**config.mk**
```make
export PLATFORM = sky130hd
export DESIGN_NAME = pkt_route_reader
export DESIGN_NICKNAME = d
export VERILOG_FILES = /design/src/rtl/router_pkg.sv /design/src/rtl/axis_skid_buf.sv /design/src/rtl/pkt_route_reader.sv
export SDC_FILE = /design/constraint.sdc
export NUM_CORES = 1
export LEC_CHECK = 0
export BUFFER_PORTS_ARGS = -buffer_cell sky130_fd_sc_hd__buf_2
export CAP_MARGIN = 20
export CORE_ASPECT_RATIO = 1.4
export CORE_UTILIZATION = 60
export CTS_BUF_LIST = sky130_fd_sc_hd__clkbuf_4
export CTS_CLUSTER_DIAMETER = 80
export CTS_CLUSTER_SIZE = 40
export DETAILED_ROUTE_END_ITERATION = 8
export PLACE_DENSITY = 0.95
export SYNTH_ARGS = -nofsm -noshare
export SYNTH_HDL_FRONTEND = slang
export SYNTH_SLANG_ARGS = --single-unit
```
**constraint.sdc**
```tcl
create_clock -name aclk -period 8 [get_ports aclk]
set_input_delay 0.8 -clock aclk [delete_from_list [all_inputs] [get_ports aclk]]
set_output_delay 0.8 -clock aclk [all_outputs]
set_load 0.02 [all_outputs]
```
**src/rtl/router_pkg.sv**
```systemverilog
// Shared definitions for the packet route reader: FSM states, header offsets
// and the AXI-Stream beat payload used between the reader and its skid buffer.
package router_pkg;

    localparam int unsigned DATA_W = 32;
    localparam int unsigned KEEP_W = DATA_W / 8;

    typedef enum logic [2:0] {
        IDLE,
        HDR,
        DECIDE,
        FWD,
        FLUSH,
        RELEASE
    } state_t;

    localparam logic [15:0]  ETHERTYPE_IPV4 = 16'h0800;
    localparam int unsigned  ETHERTYPE_OFS  = 12;
    localparam int unsigned  IP_DST_OFS     = 30;

    typedef struct packed {
        logic [DATA_W-1:0] data;
        logic [KEEP_W-1:0] keep;
        logic              last;
    } axis_beat_t;

    // Byte enables of the final beat from the two low bits of the packet length.
    function automatic logic [KEEP_W-1:0] last_keep(input logic [1:0] rem);
        logic [KEEP_W-1:0] k;
        case (rem)
            2'd1:    k = 4'b0001;
            2'd2:    k = 4'b0011;
            2'd3:    k = 4'b0111;
            default: k = 4'b1111;
        endcase
        return k;
    endfunction

    function automatic logic [DATA_W-1:0] mask_bytes(input logic [DATA_W-1:0] d,
                                                     input logic [KEEP_W-1:0] k);
        logic [DATA_W-1:0] m;
        for (int i = 0; i < int'(KEEP_W); i++) begin
            m[8*i +: 8] = k[i] ? d[8*i +: 8] : 8'h00;
        end
        return m;
    endfunction

endpackage

```
**src/rtl/axis_skid_buf.sv**
```systemverilog
// Two-entry skid buffer: a registered output slot plus one overflow slot that
// catches the word already in flight from the buffer when the sink stalls.
module axis_skid_buf
    import router_pkg::*;
(
    input  logic              aclk,
    input  logic              areset,
    input  logic              in_valid,
    input  logic [DATA_W-1:0] in_data,
    input  logic [KEEP_W-1:0] in_keep,
    input  logic              in_last,
    output logic              out_valid,
    output logic [DATA_W-1:0] out_data,
    output logic [KEEP_W-1:0] out_keep,
    output logic              out_last,
    input  logic              out_ready,
    output logic [1:0]        level_c
);

    axis_beat_t in_beat;
    axis_beat_t out_q, out_d;
    axis_beat_t skid_q, skid_d;
    logic       out_valid_q, out_valid_d;
    logic       skid_valid_q, skid_valid_d;
    logic       pop;

    always_comb begin
        in_beat      = {in_data, in_keep, in_last};
        pop          = out_valid_q && out_ready;
        out_d        = out_q;
        out_valid_d  = out_valid_q;
        skid_d       = skid_q;
        skid_valid_d = skid_valid_q;
        if (pop || !out_valid_q) begin
            // Output slot frees up: oldest word (skid first) moves forward.
            if (skid_valid_q) begin
                out_d        = skid_q;
                out_valid_d  = 1'b1;
                skid_d       = in_beat;
                skid_valid_d = in_valid;
            end else begin
                if (in_valid) begin
                    out_d = in_beat;
                end
                out_valid_d = in_valid;
            end
        end else if (in_valid) begin
            skid_d       = in_beat;
            skid_valid_d = 1'b1;
        end
    end

    always_ff @(posedge aclk or posedge areset) begin
        if (areset) begin
            out_q        <= '0;
            out_valid_q  <= 1'b0;
            skid_q       <= '0;
            skid_valid_q <= 1'b0;
        end else begin
            out_q        <= out_d;
            out_valid_q  <= out_valid_d;
            skid_q       <= skid_d;
            skid_valid_q <= skid_valid_d;
        end
    end

    assign out_valid = out_valid_q;
    assign out_data  = out_q.data;
    assign out_keep  = out_q.keep;
    assign out_last  = out_q.last;
    assign level_c   = 2'(out_valid_q) + 2'(skid_valid_q);

endmodule

```
**src/rtl/pkt_route_reader.sv**
```systemverilog
// Reads a captured Ethernet frame from the upstream buffer, routes IPv4 frames
// to an output port chosen by the destination address, and drops the rest.
module pkt_route_reader
    import router_pkg::*;
#(
    parameter int unsigned FIFO_ADDR_SIZE = 10,
    parameter int unsigned PORT_BITS      = 2,
    parameter int unsigned MIN_LEN        = 34
) (
    input  logic                      aclk,
    input  logic                      areset,
    input  logic                      buf_ready,
    input  logic [FIFO_ADDR_SIZE-1:0] buf_data_len,
    output logic [FIFO_ADDR_SIZE-1:0] buf_read_ptr,
    input  logic [31:0]               buf_data,
    output logic                      buf_flush,
    output logic [31:0]               m_axis_tdata,
    output logic [3:0]                m_axis_tkeep,
    output logic                      m_axis_tlast,
    output logic [PORT_BITS-1:0]      m_axis_tdest,
    output logic                      m_axis_tvalid,
    input  logic                      m_axis_tready,
    output logic [15:0]               drop_count
);

    localparam int unsigned   AW      = FIFO_ADDR_SIZE;
    localparam logic [AW-1:0] ETH_PTR = AW'(ETHERTYPE_OFS);
    localparam logic [AW-1:0] DST_PTR = AW'(IP_DST_OFS);

    state_t               state_q, state_d;
    logic                 hdr_phase_q, hdr_phase_d;
    logic [AW-1:0]        ptr_q, ptr_d;
    logic [AW-1:0]        len_q, len_d;
    logic [AW-1:0]        words_q, words_d;
    logic [15:0]          etype_q, etype_d;
    logic [PORT_BITS-1:0] dst_port_q, dst_port_d;
    logic [PORT_BITS-1:0] tdest_q, tdest_d;
    logic [15:0]          drop_q, drop_d;
    logic                 flush_q, flush_d;
    logic                 inflight_q, inflight_d;
    logic                 inflight_last_q, inflight_last_d;

    logic [AW-1:0]        total_c;
    logic                 pop_c;
    logic                 issue_ok_c;
    logic [1:0]           level_c;
    logic [2:0]           occ_c;
    logic [KEEP_W-1:0]    push_keep_c;
    logic [DATA_W-1:0]    push_data_c;

    // A fetch may issue only if the word it returns is guaranteed a slot.
    always_comb begin
        total_c     = AW'(({1'b0, len_q} + (AW + 1)'(3)) >> 2);
        pop_c       = m_axis_tvalid && m_axis_tready;
        occ_c       = 3'(level_c) + 3'(inflight_q);
        issue_ok_c  = occ_c < (3'd2 + 3'(pop_c));
        push_keep_c = inflight_last_q ? last_keep(len_q[1:0]) : 4'b1111;
        push_data_c = mask_bytes(buf_data, push_keep_c);
    end

    always_comb begin
        state_d         = state_q;
        hdr_phase_d     = hdr_phase_q;
        ptr_d           = ptr_q;
        len_d           = len_q;
        words_d         = words_q;
        etype_d         = etype_q;
        dst_port_d      = dst_port_q;
        tdest_d         = tdest_q;
        drop_d          = drop_q;
        flush_d         = 1'b0;
        inflight_d      = 1'b0;
        inflight_last_d = 1'b0;
        case (state_q)
            IDLE: begin
                ptr_d = ETH_PTR;
                if (buf_ready) begin
                    state_d     = HDR;
                    hdr_phase_d = 1'b0;
                    len_d       = buf_data_len;
                end
            end
            HDR: begin
                if (!hdr_phase_q) begin
                    etype_d     = {buf_data[7:0], buf_data[15:8]};
                    ptr_d       = DST_PTR;
                    hdr_phase_d = 1'b1;
                end else begin
                    dst_port_d = buf_data[24 +: PORT_BITS];
                    state_d    = DECIDE;
                end
            end
            DECIDE: begin
                if ((len_q < AW'(MIN_LEN)) || (etype_q != ETHERTYPE_IPV4)) begin
                    if (drop_q != 16'hFFFF) begin
                        drop_d = drop_q + 16'd1;
                    end
                    state_d = FLUSH;
                    flush_d = 1'b1;
                end else begin
                    tdest_d         = dst_port_q;
                    ptr_d           = '0;
                    words_d         = AW'(1);
                    inflight_d      = 1'b1;
                    inflight_last_d = (total_c == AW'(1));
                    state_d         = FWD;
                end
            end
            FWD: begin
                if ((words_q < total_c) && issue_ok_c) begin
                    ptr_d           = ptr_q + AW'(4);
                    words_d         = words_q + AW'(1);
                    inflight_d      = 1'b1;
                    inflight_last_d = ((words_q + AW'(1)) == total_c);
                end
                if (pop_c && m_axis_tlast) begin
                    state_d = FLUSH;
                    flush_d = 1'b1;
                end
            end
            FLUSH: begin
                state_d = RELEASE;
            end
            RELEASE: begin
                // Wait for the buffer to report empty so a stale ready is ignored.
                if (!buf_ready) begin
                    state_d = IDLE;
                    ptr_d   = ETH_PTR;
                end
            end
            default: begin
                state_d = IDLE;
                ptr_d   = ETH_PTR;
            end
        endcase
    end

    always_ff @(posedge aclk or posedge areset) begin
        if (areset) begin
            state_q         <= IDLE;
            hdr_phase_q     <= 1'b0;
            ptr_q           <= ETH_PTR;
            len_q           <= '0;
            words_q         <= '0;
            etype_q         <= '0;
            dst_port_q      <= '0;
            tdest_q         <= '0;
            drop_q          <= '0;
            flush_q         <= 1'b0;
            inflight_q      <= 1'b0;
            inflight_last_q <= 1'b0;
        end else begin
            state_q         <= state_d;
            hdr_phase_q     <= hdr_phase_d;
            ptr_q           <= ptr_d;
            len_q           <= len_d;
            words_q         <= words_d;
            etype_q         <= etype_d;
            dst_port_q      <= dst_port_d;
            tdest_q         <= tdest_d;
            drop_q          <= drop_d;
            flush_q         <= flush_d;
            inflight_q      <= inflight_d;
            inflight_last_q <= inflight_last_d;
        end
    end

    axis_skid_buf u_skid (
        .aclk      (aclk),
        .areset    (areset),
        .in_valid  (inflight_q),
        .in_data   (push_data_c),
        .in_keep   (push_keep_c),
        .in_last   (inflight_last_q),
        .out_valid (m_axis_tvalid),
        .out_data  (m_axis_tdata),
        .out_keep  (m_axis_tkeep),
        .out_last  (m_axis_tlast),
        .out_ready (m_axis_tready),
        .level_c   (level_c)
    );

    assign buf_read_ptr = ptr_q;
    assign buf_flush    = flush_q;
    assign m_axis_tdest = tdest_q;
    assign drop_count   = drop_q;

endmodule

```
[Word level (Yosys, flattened, before mapping)]
Cells that the tools add are included.
Storage, ports and cells
  bits in registers: 149
  bits in latches: 0
  bits in writable memories: 0
  ROM bits: 0
  input port bits: 46
  output and inout port bits: 67
  logic and storage cells: 114
  memories kept: 0
Operators by class
  add/sub/neg operators: 7
  multiply operators: 0
  divide/modulo/power cells: 0
  $lt $le $gt $ge: 3
  equal/unequal tests: 20
  shifts and indexed selects: 0
  multiplexer cells: 39
  bitwise operators: 3
  reductions and logical operators: 22
Operators with widths (count)
  2-to-1 mux 37 bit: 4
  2-to-1 mux 10 bit: 6
  case mux 10 bit (5 select lines): 1
  2-to-1 mux 8 bit: 4
  case mux 10 bit (2 select lines): 1
  case mux 3 bit (6 select lines): 1
  adder 16 x 1 -> 16 bit (second input constant): 1
  != test 16 x 12 -> 1 bit (second input constant): 1
  != test 16 bit (second input constant): 1
  2-to-1 mux 3 bit: 5
  != test 2 bit (second input constant): 7
  AND reduction 2 bit: 7
  case mux 4 bit (3 select lines): 1
  adder 10 x 2 -> 11 bit (second input constant): 1
  2-to-1 mux 1 bit: 11
  adder 10 x 1 -> 10 bit (second input constant): 1
  adder 10 x 3 -> 10 bit (second input constant): 1
  == test 10 x 9 -> 1 bit: 1
  < comparator 10 x 6 -> 1 bit (second input constant): 1
  < comparator 10 x 9 -> 1 bit: 1
  == test 9 x 1 -> 1 bit (second input constant): 1
  case mux 1 bit (2 select lines): 4
  nonzero test 2 bit: 4
  == test 3 x 2 -> 1 bit (second input constant): 2
  18 further kinds: 26

[Longest topological paths before layout]
Gate-level depths: netlist of the first run.
  word-level depth: 6
  mapped depth: 14
  mapped depth without buffers: 13

[Cells and area by module]
Synthesis of the first run repeated with hierarchy kept, for this count alone.
Unflattened totals
  cell total of the unflattened synthesis: 651
  area, all modules: 7435.9 um^2
By module, submodules not included
  pkt_route_reader: instances 1, cells each 399, area each 4055.1 um^2, sequential area each 1804.2 um^2
  axis_skid_buf: instances 1, cells each 252, area each 3380.7 um^2, sequential area each 1901.8 um^2

[Worst setup path after synthesis of the first run]
OpenSTA, ideal clock, no wires.
  path kind: flip-flop to flip-flop
  start point: register len_q[0]
  end point: register ptr_q[4] (netlist: buf_read_ptr[4])
  library setup time: 0.124 ns
  arrival time: 2.791 ns
  data required time: 7.876 ns
  setup slack: 5.085 ns
  stages on the path, launching flop included: 15
  path buffers: 1
  period minus slack after synthesis: 2.915 ns
  path through: dfrtp_1 inv_1 ha_1 and4b_1 nand2_1 xor2_1 ha_1 nand3_1 o21bai_2 o221ai_2 o2111ai_4 nand2_4 buf_2 nor3_1 o31a_1
On the way
  word-level cells in the longest chain between the ends: 5
  elaborated cells between the ends (all ways): 8
  those cells by class: add/sub (1); order compare (2); eq/ne (2); reduce/logical (3)
Ends and longest elaborated chain
  from (decl): RTL line pkt_route_reader.sv:33  | logic [AW-1:0] len_q, len_d;
  from (signal assigned): RTL line pkt_route_reader.sv:156  | len_q <= len_d;
  adder 10 x 2 -> 11 bit: RTL line pkt_route_reader.sv:53  | total_c = AW'(({1'b0, len_q} + (AW + 1)'(3)) >> 2);
  < comparator 10 x 9 -> 1 bit: RTL line pkt_route_reader.sv:110  | if ((words_q < total_c) && issue_ok_c) begin
  logical AND 1 bit: RTL line pkt_route_reader.sv:110
  != test 2 bit (no line)
  AND reduction 5 bit (no line) (*)
  to (signal assigned): RTL line pkt_route_reader.sv:155  | ptr_q <= ptr_d;
  to (decl): RTL line pkt_route_reader.sv:32  | logic [AW-1:0] ptr_q, ptr_d;
Mark *: on every way between the ends. The rest lies on a longest branch, timed or not.
A chain may end at the register's enable or synchronous reset.

[Final worst setup path of the first run]
  start point: register len_q[0]
  end point: register ptr_q[8] (netlist: buf_read_ptr[8])
Same word-level chain as after synthesis.

==> results of run 1 <==
## logic make-up after synthesis
logic type	after synthesis	synth area share [%]
and+or+nand+nor	247	16.0
AOI/OAI and AO/OA	154	13.3
DFF	148	52.0
muxes	56	8.59
buffers and inverters	50	2.76
xor gates and xnor gates	38	4.97
adders and majority gates	13	2.39
other	1	0.0526
## power by group
group	internal, µW	switching, µW	total, µW
clock	251	280	531
sequential	1030	256	1290
combinational	455	620	1070
total	1740	1160	2890
## placed cells by master, fill, tap and decap left out, types with 10 or more instances in the layout
| master | Yosys | routed |
|---|---|---|
| mux2i_1 | 15 | 14 |
| nand3_1 | 25 | 25 |
| nand2_1 | 120 | 120 |
| ha_1 | 12 | 12 |
| inv_1 | 12 | 11 |
| a21oi_1 | 39 | 39 |
| xor2_1 | 14 | 14 |
| xnor2_1 | 22 | 22 |
| nor2_1 | 46 | 46 |
| nand4_1 | 10 | 10 |
| o21ai_0 | 74 | 74 |
| dfrtp_1 | 146 | 145 |
| buf_2 | 4 | 111 |
| clkbuf_4 | 0 | 17 |
| mux2_2 | 41 | 41 |
## worst reg2reg max path: stages, from the launching register on
cell and delay [ns]:
dfrtp_1 0.46, inv_1 0.09, ha_1 0.26, and4b_1 0.35, nand2_1 0.09, xor2_1 0.24, ha_1 0.30, nand3_1 0.14
o21bai_2 0.14, o221ai_2 0.14, o2111ai_4 0.33, nand2_4 0.19, or4_1 0.51, nand3_1 0.08
## through the flow
| step | hold slack (ns) | setup slack, ns |
|---|---|---|
| finish | 0.436 | 4.64 |
| detailed placement | 0.461 | 4.70 |
| CTS | 0.417 | 4.66 |
| global placement | 0.450 | 4.85 |
| floorplan | 0.435 | 3.22 |
| global route | 0.447 | 4.43 |
## worst paths after layout
kind / from / endpoint / slack (ns) / depth (start not counted)
setup / recovery: len_q[0] / buf_read_ptr[8] / 4.64 / 13
hold / removal: areset / drop_count[6] / 0.44 / 2
setup reg to reg: len_q[0] / buf_read_ptr[8] / 4.64 / 13
hold reg to reg: u_skid.out_data[24] / u_skid.out_data[24] / 0.49 / 2
max in group asynchronous: areset / u_skid.skid_valid_q / 6.31 / 3
min in group aclk: u_skid.out_data[24] / u_skid.out_data[24] / 0.49 / 2
## routing by layer
metal | track usage, % | part of all wire, % | vias up | wire length (µm)
li1 | - | - | 2664 | -
met1 | 34.8 | 41 | 2764 | 6510
met2 | 47.2 | 52 | 181 | 8410
met3 | 4.80 | 4.3 | 39 | 698
met4 | 12.3 | 2.8 | 0 | 444
met5 | 0 | 0 | - | 0
## flip-flops by register name (all words and copies together) (netlist names), 3 cells and up
signal / flops
u_skid.out_data: 32
etype_q: 16
u_skid.out_keep: 4
words_q: 10
buf_read_ptr: 9
u_skid.skid_q: 37
drop_count: 16
state_q: 3
len_q: 10
## layout make-up
class / instances / area, µm²
Sequential cell: 148 / 3710
Fill cell: 843 / 3330
Clock inverter: 15 / 204
Multi-Input combinational cell: 509 / 3250
Tap cell: 144 / 180
Clock buffer: 17 / 128
Timing Repair Buffer: 117 / 601
Inverter: 13 / 53.8
==> flow_summary.json, run 1 <==
{
  "syn_nets": 766,
  "synth_ff_type": "dfrtp_1",
  "synthTopCellsByArea": "dfrtp_1, mux2_2, nand2_1",
  "end_of_flow_core_utilization_pct": 70.9,
  "clock_insertion_delay_worst_skew_ns": 0.53,
  "cts_root_buf": "clkbuf_4",
  "leakage_uw": 0.00388,
  "fmax_mhz": 297,
  "seq_area_frac_synth_pct": 52.0,
  "netlist_instances": 707,
  "cap_violations": 0,
  "place.detailed.hpwl_um": 11300,
  "critPathCaptureType": "flop",
  "routed_wirelength_um": 16100,
  "place.port_buffers": 111,
  "synth_top_area_share_pct": 51.3,
  "crit_path_top_delay_cell": "or4_1",
  "synthesis.yosys.warnings": 0,
  "synthDominantAreaCellType": "dfrtp_1",
  "grt_pass1_wl_um": 26400,
  "core_area_um2": 11500,
  "grt.overflow.total": 0,
  "final.min_clock_period_ns": 3.36,
  "cts_tree": "done",
  "post_route_cells_drive_above_1_share_pct": 25.5,
  "clockBufferDepth": 2,
  "postSynthRegisterBits": 148,
  "first_pass_iters": 5,
  "global_route.usage.total_pct": 27.8,
  "synthesized_area_per_cell_um2": 10.1,
  "drt.antenna.violating_nets": 0,
  "drc": 0,
  "worstPathCellList": "inv_1, ha_1, and4b_1, nand2_1, xor2_1, ha_1, nand3_1, o21bai_2, o221ai_2, o2111ai_4, nand2_4, or4_1, nand3_1",
  "timing.setup.tns_ns": 0,
  "synth_enable_flop_cells": 0,
  "post-place-cells": 931,
  "number_of_hold_buffers_added_after_cts": 0,
  "cellPowerDensity_nw_per_um2": 356,
  "starting_utilization_of_the_core_area_pct": 62.2,
  "layout_worst_path_cycle_share_pct": 42.0,
  "rsz_0062_raised_after_global_routing": "no",
  "grt_start_max_net_pins": 91,
  "clk_pin_slew_worst_paths_ns": 0.13,
  "dpl_cell_area_um2": 7790,
  "post-layout-total-power_uw": 2890,
  "gp_congestion": 0.897,
  "cts_setup_buffers": 0,
  "io-pin-count": 113,
  "max_stage_delay_ns": 0.51,
  "numCtsBuffers": 17,
  "cts_max_level": 4,
  "die_h_um": 131,
  "finalHoldViolations": 0,
  "start_kind": "flop",
  "setup.worst_path.class": "flop to flop",
  "final_net_count": 865,
  "rows": 46,
  "timing_max_transition_violations_final": 0,
  "first_global_vias": 5543,
  "layoutNonFillerInstCount": 963,
  "worstPathRequired_ns": 8.46,
  "critical-path-top-delay-family": "simple AND/OR/NAND/NOR gates",
  "dieArea_um2": 12300,
  "route.detailed.wl_per_inst_um": 16.7,
  "area_growth_syn_to_layout_pct": 14.0,
  "outcome": "finished clean",
  "clock-sinks": 148,
  "setup_viol": 0,
  "number_of_antenna_diodes": 0,
  "post_synth_most_frequent_cells": "dfrtp_1, nand2_1, o21ai_0, nor2_1, mux2_2",
  "syn_area_um2": 7130,
  "skew_ns": 0.0183,
  "max_slew.worst_pin.slew_ns": 0.954,
  "drt-initial-drc-count": 504,
  "grt_antenna_before_repair": 0,
  "path_buf_inv": 1,
  "hp-class": "primary input to async pin",
  "vias_cell": 5.87,
  "die-width_um": 94.1,
  "design_area_final_um2": 8130,
  "cts_resized": 0,
  "crit_arrival_ns": 3.83,
  "power.ir.vdd_worst_v": 0.000195,
  "timing.slew.headroom_pct": 36.2,
  "timing.critical_path.fanout_max": 15,
  "asyncSetResetFlopFracSynth_pct": 100,
  "synth.lib_cells_used.distinct": 65,
  "vias": 5648,
  "yosysMostFrequentCell": "dfrtp_1"
}
Note: power is estimated with default switching activity, not from simulation.
==> inputs of run 2 (changes only) <==
--- a/config.mk
+++ b/config.mk
@@ -8,12 +8,12 @@
 export BUFFER_PORTS_ARGS = -buffer_cell sky130_fd_sc_hd__buf_2
 export CAP_MARGIN = 20
 export CORE_ASPECT_RATIO = 1.4
-export CORE_UTILIZATION = 60
+export CORE_UTILIZATION = 53
 export CTS_BUF_LIST = sky130_fd_sc_hd__clkbuf_4
 export CTS_CLUSTER_DIAMETER = 80
 export CTS_CLUSTER_SIZE = 40
 export DETAILED_ROUTE_END_ITERATION = 8
-export PLACE_DENSITY = 0.95
+export PLACE_DENSITY = 0.89
 export SYNTH_ARGS = -nofsm -noshare
 export SYNTH_HDL_FRONTEND = slang
 export SYNTH_SLANG_ARGS = --single-unit
==> constraint.sdc (replaced) <==
create_clock -name aclk -period 3 [get_ports aclk]
set_input_delay 0.3 -clock aclk [delete_from_list [all_inputs] [get_ports aclk]]
set_output_delay 0.3 -clock aclk [all_outputs]
set_load 0.02 [all_outputs]
==> run 2 against run 1 <==
Clock skew rose by 0.015 ns; global-route usage fell by 2.5 points; non-clock buffer count rose by 56; fmax rose by 14%; sequential power rose to 2.6 times the previous value; largest cell class unchanged; die area rose by 13%; critical path type unchanged; routed wire length rose by 5.6%.
==> flow_summary.json, run 2 (same netlist as run 1, synthesis figures left out) <==
{
  "clockBufferDepth": 2,
  "layout.cells.most_common_list": "dfrtp_1, nand2_1, buf_2",
  "timing.slew.headroom_pct": 43.9,
  "path_buf_inv": 1,
  "fmax_mhz": 340,
  "drc": 0,
  "global_route.usage.total_pct": 25.3,
  "grt.overflow.total": 0,
  "final_net_count": 922,
  "io-pin-count": 113,
  "crit_path_top_delay_cell": "or4b_1",
  "start_kind": "flop",
  "dieArea_um2": 13900,
  "starting_utilization_of_the_core_area_pct": 54.8,
  "postLayoutSetupSlackWorst_ns": 0.0624,
  "power.ir.vdd_worst_v": 0.000638,
  "clock_insertion_delay_worst_skew_ns": 0.55,
  "finalHoldViolations": 0,
  "final.min_clock_period_ns": 2.94,
  "max_slew.worst_pin.slew_ns": 0.824,
  "routed_wirelength_um": 17000,
  "core_area_um2": 13000,
  "cap_violations": 0,
  "rows": 49,
  "cts_root_buf": "clkbuf_4",
  "end_of_flow_core_utilization_pct": 67.5,
  "drt-initial-drc-count": 274,
  "route.detailed.wl_per_inst_um": 16.1,
  "leakage_uw": 0.00415,
  "layout_worst_path_cycle_share_pct": 97.9,
  "crit_arrival_ns": 3.43,
  "grt_pass1_wl_um": 27600,
  "largest_register_ff_count": 37,
  "cellPowerDensity_nw_per_um2": 922,
  "numCtsBuffers": 17,
  "die-width_um": 100,
  "grt_start_max_net_pins": 66,
  "worst_r2r_endpoint": "buf_read_ptr[9]",
  "rrSetupSlack_ns": 0.06,
  "cts_max_level": 4,
  "clk_pin_slew_worst_paths_ns": 0.15,
  "setup_viol": 0,
  "place.detailed.hpwl_um": 11400,
  "worstRegToRegCells": 13,
  "timing_max_transition_violations_final": 0,
  "cts_tree": "done",
  "outcome": "finished clean",
  "rsz_0062_raised_after_global_routing": "yes",
  "worstPathRequired_ns": 3.50,
  "first_pass_iters": 5,
  "drt.antenna.violating_nets": 0,
  "place_worst_setup_slack_ns": 0.0268,
  "grt_antenna_before_repair": 1,
  "die_h_um": 139,
  "first_global_vias": 5738,
  "hold_end": "u_skid.skid_q[25]",
  "top_register": "u_skid.skid_q",
  "critPathCaptureType": "flop",
  "timing.hold.worst.start": "buf_data[20]",
  "leading_cell_type_in_the_layout_fill_and_taps_excluded": "dfrtp_1",
  "critical-path-top-delay-family": "simple AND/OR/NAND/NOR gates",
  "setup.worst_path.class": "flop to flop",
  "clock-sinks": 148,
  "hold_ws_ns": 0.0357,
  "worstHoldPathCells": 3,
  "max_stage_delay_ns": 0.47,
  "gp_congestion": 0.852,
  "vias_cell": 5.48,
  "place.port_buffers": 111,
  "timing.critical_path.fanout_max": 7,
  "area_growth_syn_to_layout_pct": 23.2,
  "regToRegStartpoint": "len_q[1]",
  "post_route_cells_drive_above_1_share_pct": 28.3,
  "vias": 5784,
  "skew_ns": 0.0334,
  "hp-class": "primary input to flop",
  "worstPathCellList": "inv_2, ha_4, and4b_1, nand2_2, xor2_2, ha_1, nand3_2, o21bai_4, o221ai_2, o2111ai_4, nand2_4, or4b_1, nand3_1"
}
==> run 2: worst max path at each step <==
stage / startpoint / endpoint / slack (ns) / depth (start not counted)
after global placement: len_q[0] / buf_read_ptr[9] / 0.14 / 13
after global routing: len_q[1] / buf_read_ptr[9] / -0.09 / 13
after detailed placement: len_q[1] / buf_read_ptr[8] / 0.03 / 13
final: len_q[1] / buf_read_ptr[9] / 0.06 / 13
after floorplan: len_q[0] / buf_read_ptr[4] / 0.08 / 14
after CTS: len_q[1] / buf_read_ptr[3] / 0.005 / 14
==> run 2: final cells by class <==
class | instances | area (µm²)
Multi-Input combinational cell | 510 | 3340
Sequential cell | 148 | 3710
Clock inverter | 12 | 181
Tap cell | 178 | 223
Fill cell | 1016 | 4220
Antenna cell | 1 | 2.50
Clock buffer | 20 | 150
Timing Repair Buffer | 173 | 1120
Inverter | 13 | 52.6
==> run 2: metrics by stage <==
stage | std cells | cell area (µm²) | setup TNS (ns) | power [µW]
2_1_floorplan | 707 | 7130 | 0 | 5430
3_3_place_gp | 978 | 7950 | 0 | 6210
3_5_place_dp | 978 | 7950 | 0 | 6370
4_1_cts | 1042 | 8600 | 0 | 7810
5_1_grt | 1055 | 8780 | -0.695 | 8610
6_report | 1055 | 8780 | 0 | 8090
==> run 2: routing by layer <==
| layer | wire, µm | global-route usage (%) | up-vias |
|---|---|---|---|
| li1 | - | - | 2786 |
| met1 | 6770 | 30.5 | 2784 |
| met2 | 8770 | 43.6 | 171 |
| met3 | 847 | 5.54 | 43 |
| met4 | 565 | 10.3 | 0 |
| met5 | 0 | 0 | - |
==> run 2: report_power, final <==
| group | internal (µW) | switching (µW) | total [µW] | leakage, µW |
|---|---|---|---|---|
| registers | 2750 | 637 | 3390 | 0.00184 |
| clock network | 694 | 717 | 1410 | 0.000166 |
| logic | 1480 | 1810 | 3290 | 0.00214 |
==> run 2: timing repair <==
action                                 CTS  global route
gates resized for setup                  0            20
hold buffers                            32             0
setup endpoints to repair                0            19
endpoints found under the hold margin   61             0
buffers inserted                         0            11
==> run 2: worst reg2reg max path, stage by stage, from the launching register on <==
cell and delay [ns]:
dfrtp_1 0.39, inv_2 0.07, ha_4 0.16, and4b_1 0.30
nand2_2 0.09, xor2_2 0.18, ha_1 0.34, nand3_2 0.09
o21bai_4 0.11, o221ai_2 0.12, o2111ai_4 0.37, nand2_4 0.12
or4b_1 0.47, nand3_1 0.09
==> inputs of run 3 (changes only) <==
--- a/config.mk
+++ b/config.mk
@@ -8,12 +8,13 @@
 export BUFFER_PORTS_ARGS = -buffer_cell sky130_fd_sc_hd__buf_2
 export CAP_MARGIN = 20
 export CORE_ASPECT_RATIO = 1.4
-export CORE_UTILIZATION = 53
+export CORE_MARGIN = 2
+export CORE_UTILIZATION = 59
 export CTS_BUF_LIST = sky130_fd_sc_hd__clkbuf_4
 export CTS_CLUSTER_DIAMETER = 80
 export CTS_CLUSTER_SIZE = 40
 export DETAILED_ROUTE_END_ITERATION = 8
-export PLACE_DENSITY = 0.89
+export PLACE_DENSITY = 0.94
 export SYNTH_ARGS = -nofsm -noshare
 export SYNTH_HDL_FRONTEND = slang
 export SYNTH_SLANG_ARGS = --single-unit
==> constraint.sdc (replaced) <==
create_clock -name aclk -period 2.75 [get_ports aclk]
set_input_delay 0.275 -clock aclk [delete_from_list [all_inputs] [get_ports aclk]]
set_output_delay 0.275 -clock aclk [all_outputs]
set_load 0.02 [all_outputs]
==> run 3 against run 2 <==
Setup slack got worse by 0.28 ns; fmax fell by 0.94%; worst hold slack improved by 0.033 ns; largest power group unchanged; sequential share of layout area fell by 0.31 points; power rose by 8.7%; clock skew barely moved; critical path type unchanged; the run now ends with negative setup slack left; critical path depth fell by 1; first-iteration DRC count rose by 25%; count of clock-buffer cells in the layout fell by 2; cell count fell by 1.3%; cell area rose by 0.80%.
==> flow_summary.json, run 3 (same netlist as run 1, synthesis figures left out) <==
{
  "place.port_buffers": 111,
  "cts_tree": "done",
  "worstPathRequired_ns": 3.23,
  "leakage_uw": 0.00420,
  "critPathCaptureType": "flop",
  "dieArea_um2": 13000,
  "numCtsBuffers": 17,
  "first_global_vias": 6159,
  "crit_arrival_ns": 3.44,
  "area_growth_syn_to_layout_pct": 24.2,
  "first_pass_iters": 5,
  "routed_wirelength_um": 18400,
  "max_slew.worst_pin.slew_ns": 0.824,
  "die_h_um": 134,
  "timing.slew.headroom_pct": 44.9,
  "rows": 47,
  "fmax_mhz": 337,
  "post-layout-total-power_uw": 8800,
  "timing.critical_path.fanout_max": 6,
  "clk_pin_slew_worst_paths_ns": 0.14,
  "power.ir.vdd_worst_v": 0.000509,
  "drt.antenna.violating_nets": 0,
  "vias_cell": 5.82,
  "start_kind": "flop",
  "hp-class": "primary input to flop",
  "skew_ns": 0.0330,
  "drc": 0,
  "multiInputGateArea_um2": 3320,
  "clockBufferDepth": 2,
  "vias": 6061,
  "global_route.usage.total_pct": 28.1,
  "timing_max_transition_violations_final": 0,
  "starting_utilization_of_the_core_area_pct": 60.3,
  "flip_flop_and_latch_area_um2": 3710,
  "rsz_0062_raised_after_global_routing": "yes",
  "outcome": "finished, violations left",
  "top_register": "u_skid.skid_q",
  "largest_register_ff_count": 37,
  "grt_start_max_net_pins": 68,
  "layout.cells.most_common_list": "dfrtp_1, nand2_1, buf_2",
  "place.detailed.hpwl_um": 11700,
  "cellPowerDensity_nw_per_um2": 994,
  "cts_max_level": 4,
  "final_net_count": 941,
  "clock_insertion_delay_worst_skew_ns": 0.55,
  "grt.overflow.total": 0,
  "final.fill_count": 789,
  "die-width_um": 96.9,
  "drt-initial-drc-count": 342,
  "layout_worst_path_cycle_share_pct": 108,
  "core_area_um2": 11800,
  "grt_pass1_wl_um": 29300,
  "postLayoutSetupSlackWorst_ns": -0.215,
  "io-pin-count": 113,
  "post_route_cells_drive_above_1_share_pct": 28.6,
  "finalHoldViolations": 0,
  "violations_in_the_final_reports": "negative setup slack",
  "route.detailed.wl_per_inst_um": 17.6,
  "place_worst_setup_slack_ns": -0.111,
  "cap_violations": 0,
  "setup_viol": 19,
  "cts_root_buf": "clkbuf_4",
  "grt_antenna_before_repair": 1,
  "clock-sinks": 148,
  "setup.worst_path.class": "flop to flop",
  "final.min_clock_period_ns": 2.97,
  "leading_cell_type_in_the_layout_fill_and_taps_excluded": "dfrtp_1",
  "gp_congestion": 0.949
}
run 3: cell count changes in the layout (fill, tap and decap cells not counted), sizes merged:
cell         change
buf              +9
clkinvlp         -2
clkbuf           -2
clkinv           +4
bufinv           -2
dlygate4sd3     +10
run 3: routing by layer:
metal	track usage (%)	routed length, µm	share of wire [%]
met5	0	0	0
met2	50.7	9710	53
met4	13.5	668	3.6
met3	6.25	990	5.4
met1	31.3	6980	38
run 3: critical path, stage by stage (launching register included):
cell       delay [ns]
dfrtp_1          0.53
o2111ai_4        0.18
nor2_1           0.26
xnor2_2          0.17
ha_1             0.32
nand3_2          0.11
o21bai_4         0.12
o221ai_2         0.12
o2111ai_4        0.30
buf_6            0.15
nand2_4          0.06
or4b_1           0.47
nand3_1          0.09
run 3: area by class of cell:
| class | count | share of cell area (%) |
|---|---|---|
| Tap cell | 147 | 2.08 |
| Sequential cell | 148 | 41.9 |
| Timing Repair Buffer | 192 | 14.8 |
| Clock buffer | 18 | 1.53 |
| Inverter | 13 | 0.594 |
| Multi-Input combinational cell | 510 | 37.5 |
| Clock inverter | 12 | 1.50 |
| Antenna cell | 1 | 0.0283 |
run 3: path summary, 6_finish.rpt:
| check | to | start | slack (ns) | cells after the start |
|---|---|---|---|---|
| max reg2reg | buf_read_ptr[9] | len_q[4] | -0.22 | 12 |
| min reg2reg | u_skid.skid_q[1] | u_skid.skid_q[1] | 0.49 | 1 |
| max | buf_read_ptr[9] | len_q[4] | -0.22 | 12 |
| max in group asynchronous | u_skid.out_data[11] | areset | 1.60 | 4 |
| min in group asynchronous | etype_q[13] | areset | 0.44 | 3 |
| min | u_skid.skid_q[35] | buf_data[30] | 0.07 | 3 |
run 3: repair_timing:
item,4_1_cts,5_1_grt
resized for setup,2,11
cloned,1,0
endpoints found under the setup margin,15,20
hold buffers,42,0
pin swaps,5,6
endpoints found under the hold margin,88,0
buffers inserted,5,4
run 3: power breakdown:
group          internal [µW]  total [µW]  switching (µW)
Sequential              3010        3740             729
Clock                    542        1340             798
Combinational           1660        3720            2060
run 3: through the flow:
step	std cells	hold WS (ns)	utilization (%)	instance area (µm²)	setup TNS, ns
floorplan	707	0.392	-	7160	-0.256
global placement	958	0.452	68.0	8040	0
detailed placement	958	0.460	68.0	8040	-0.513
CTS	1036	0.0249	74.3	8780	-0.259
global route	1041	0.0242	74.9	8850	-4.51
finish	1041	0.0685	74.9	8850	-2.17
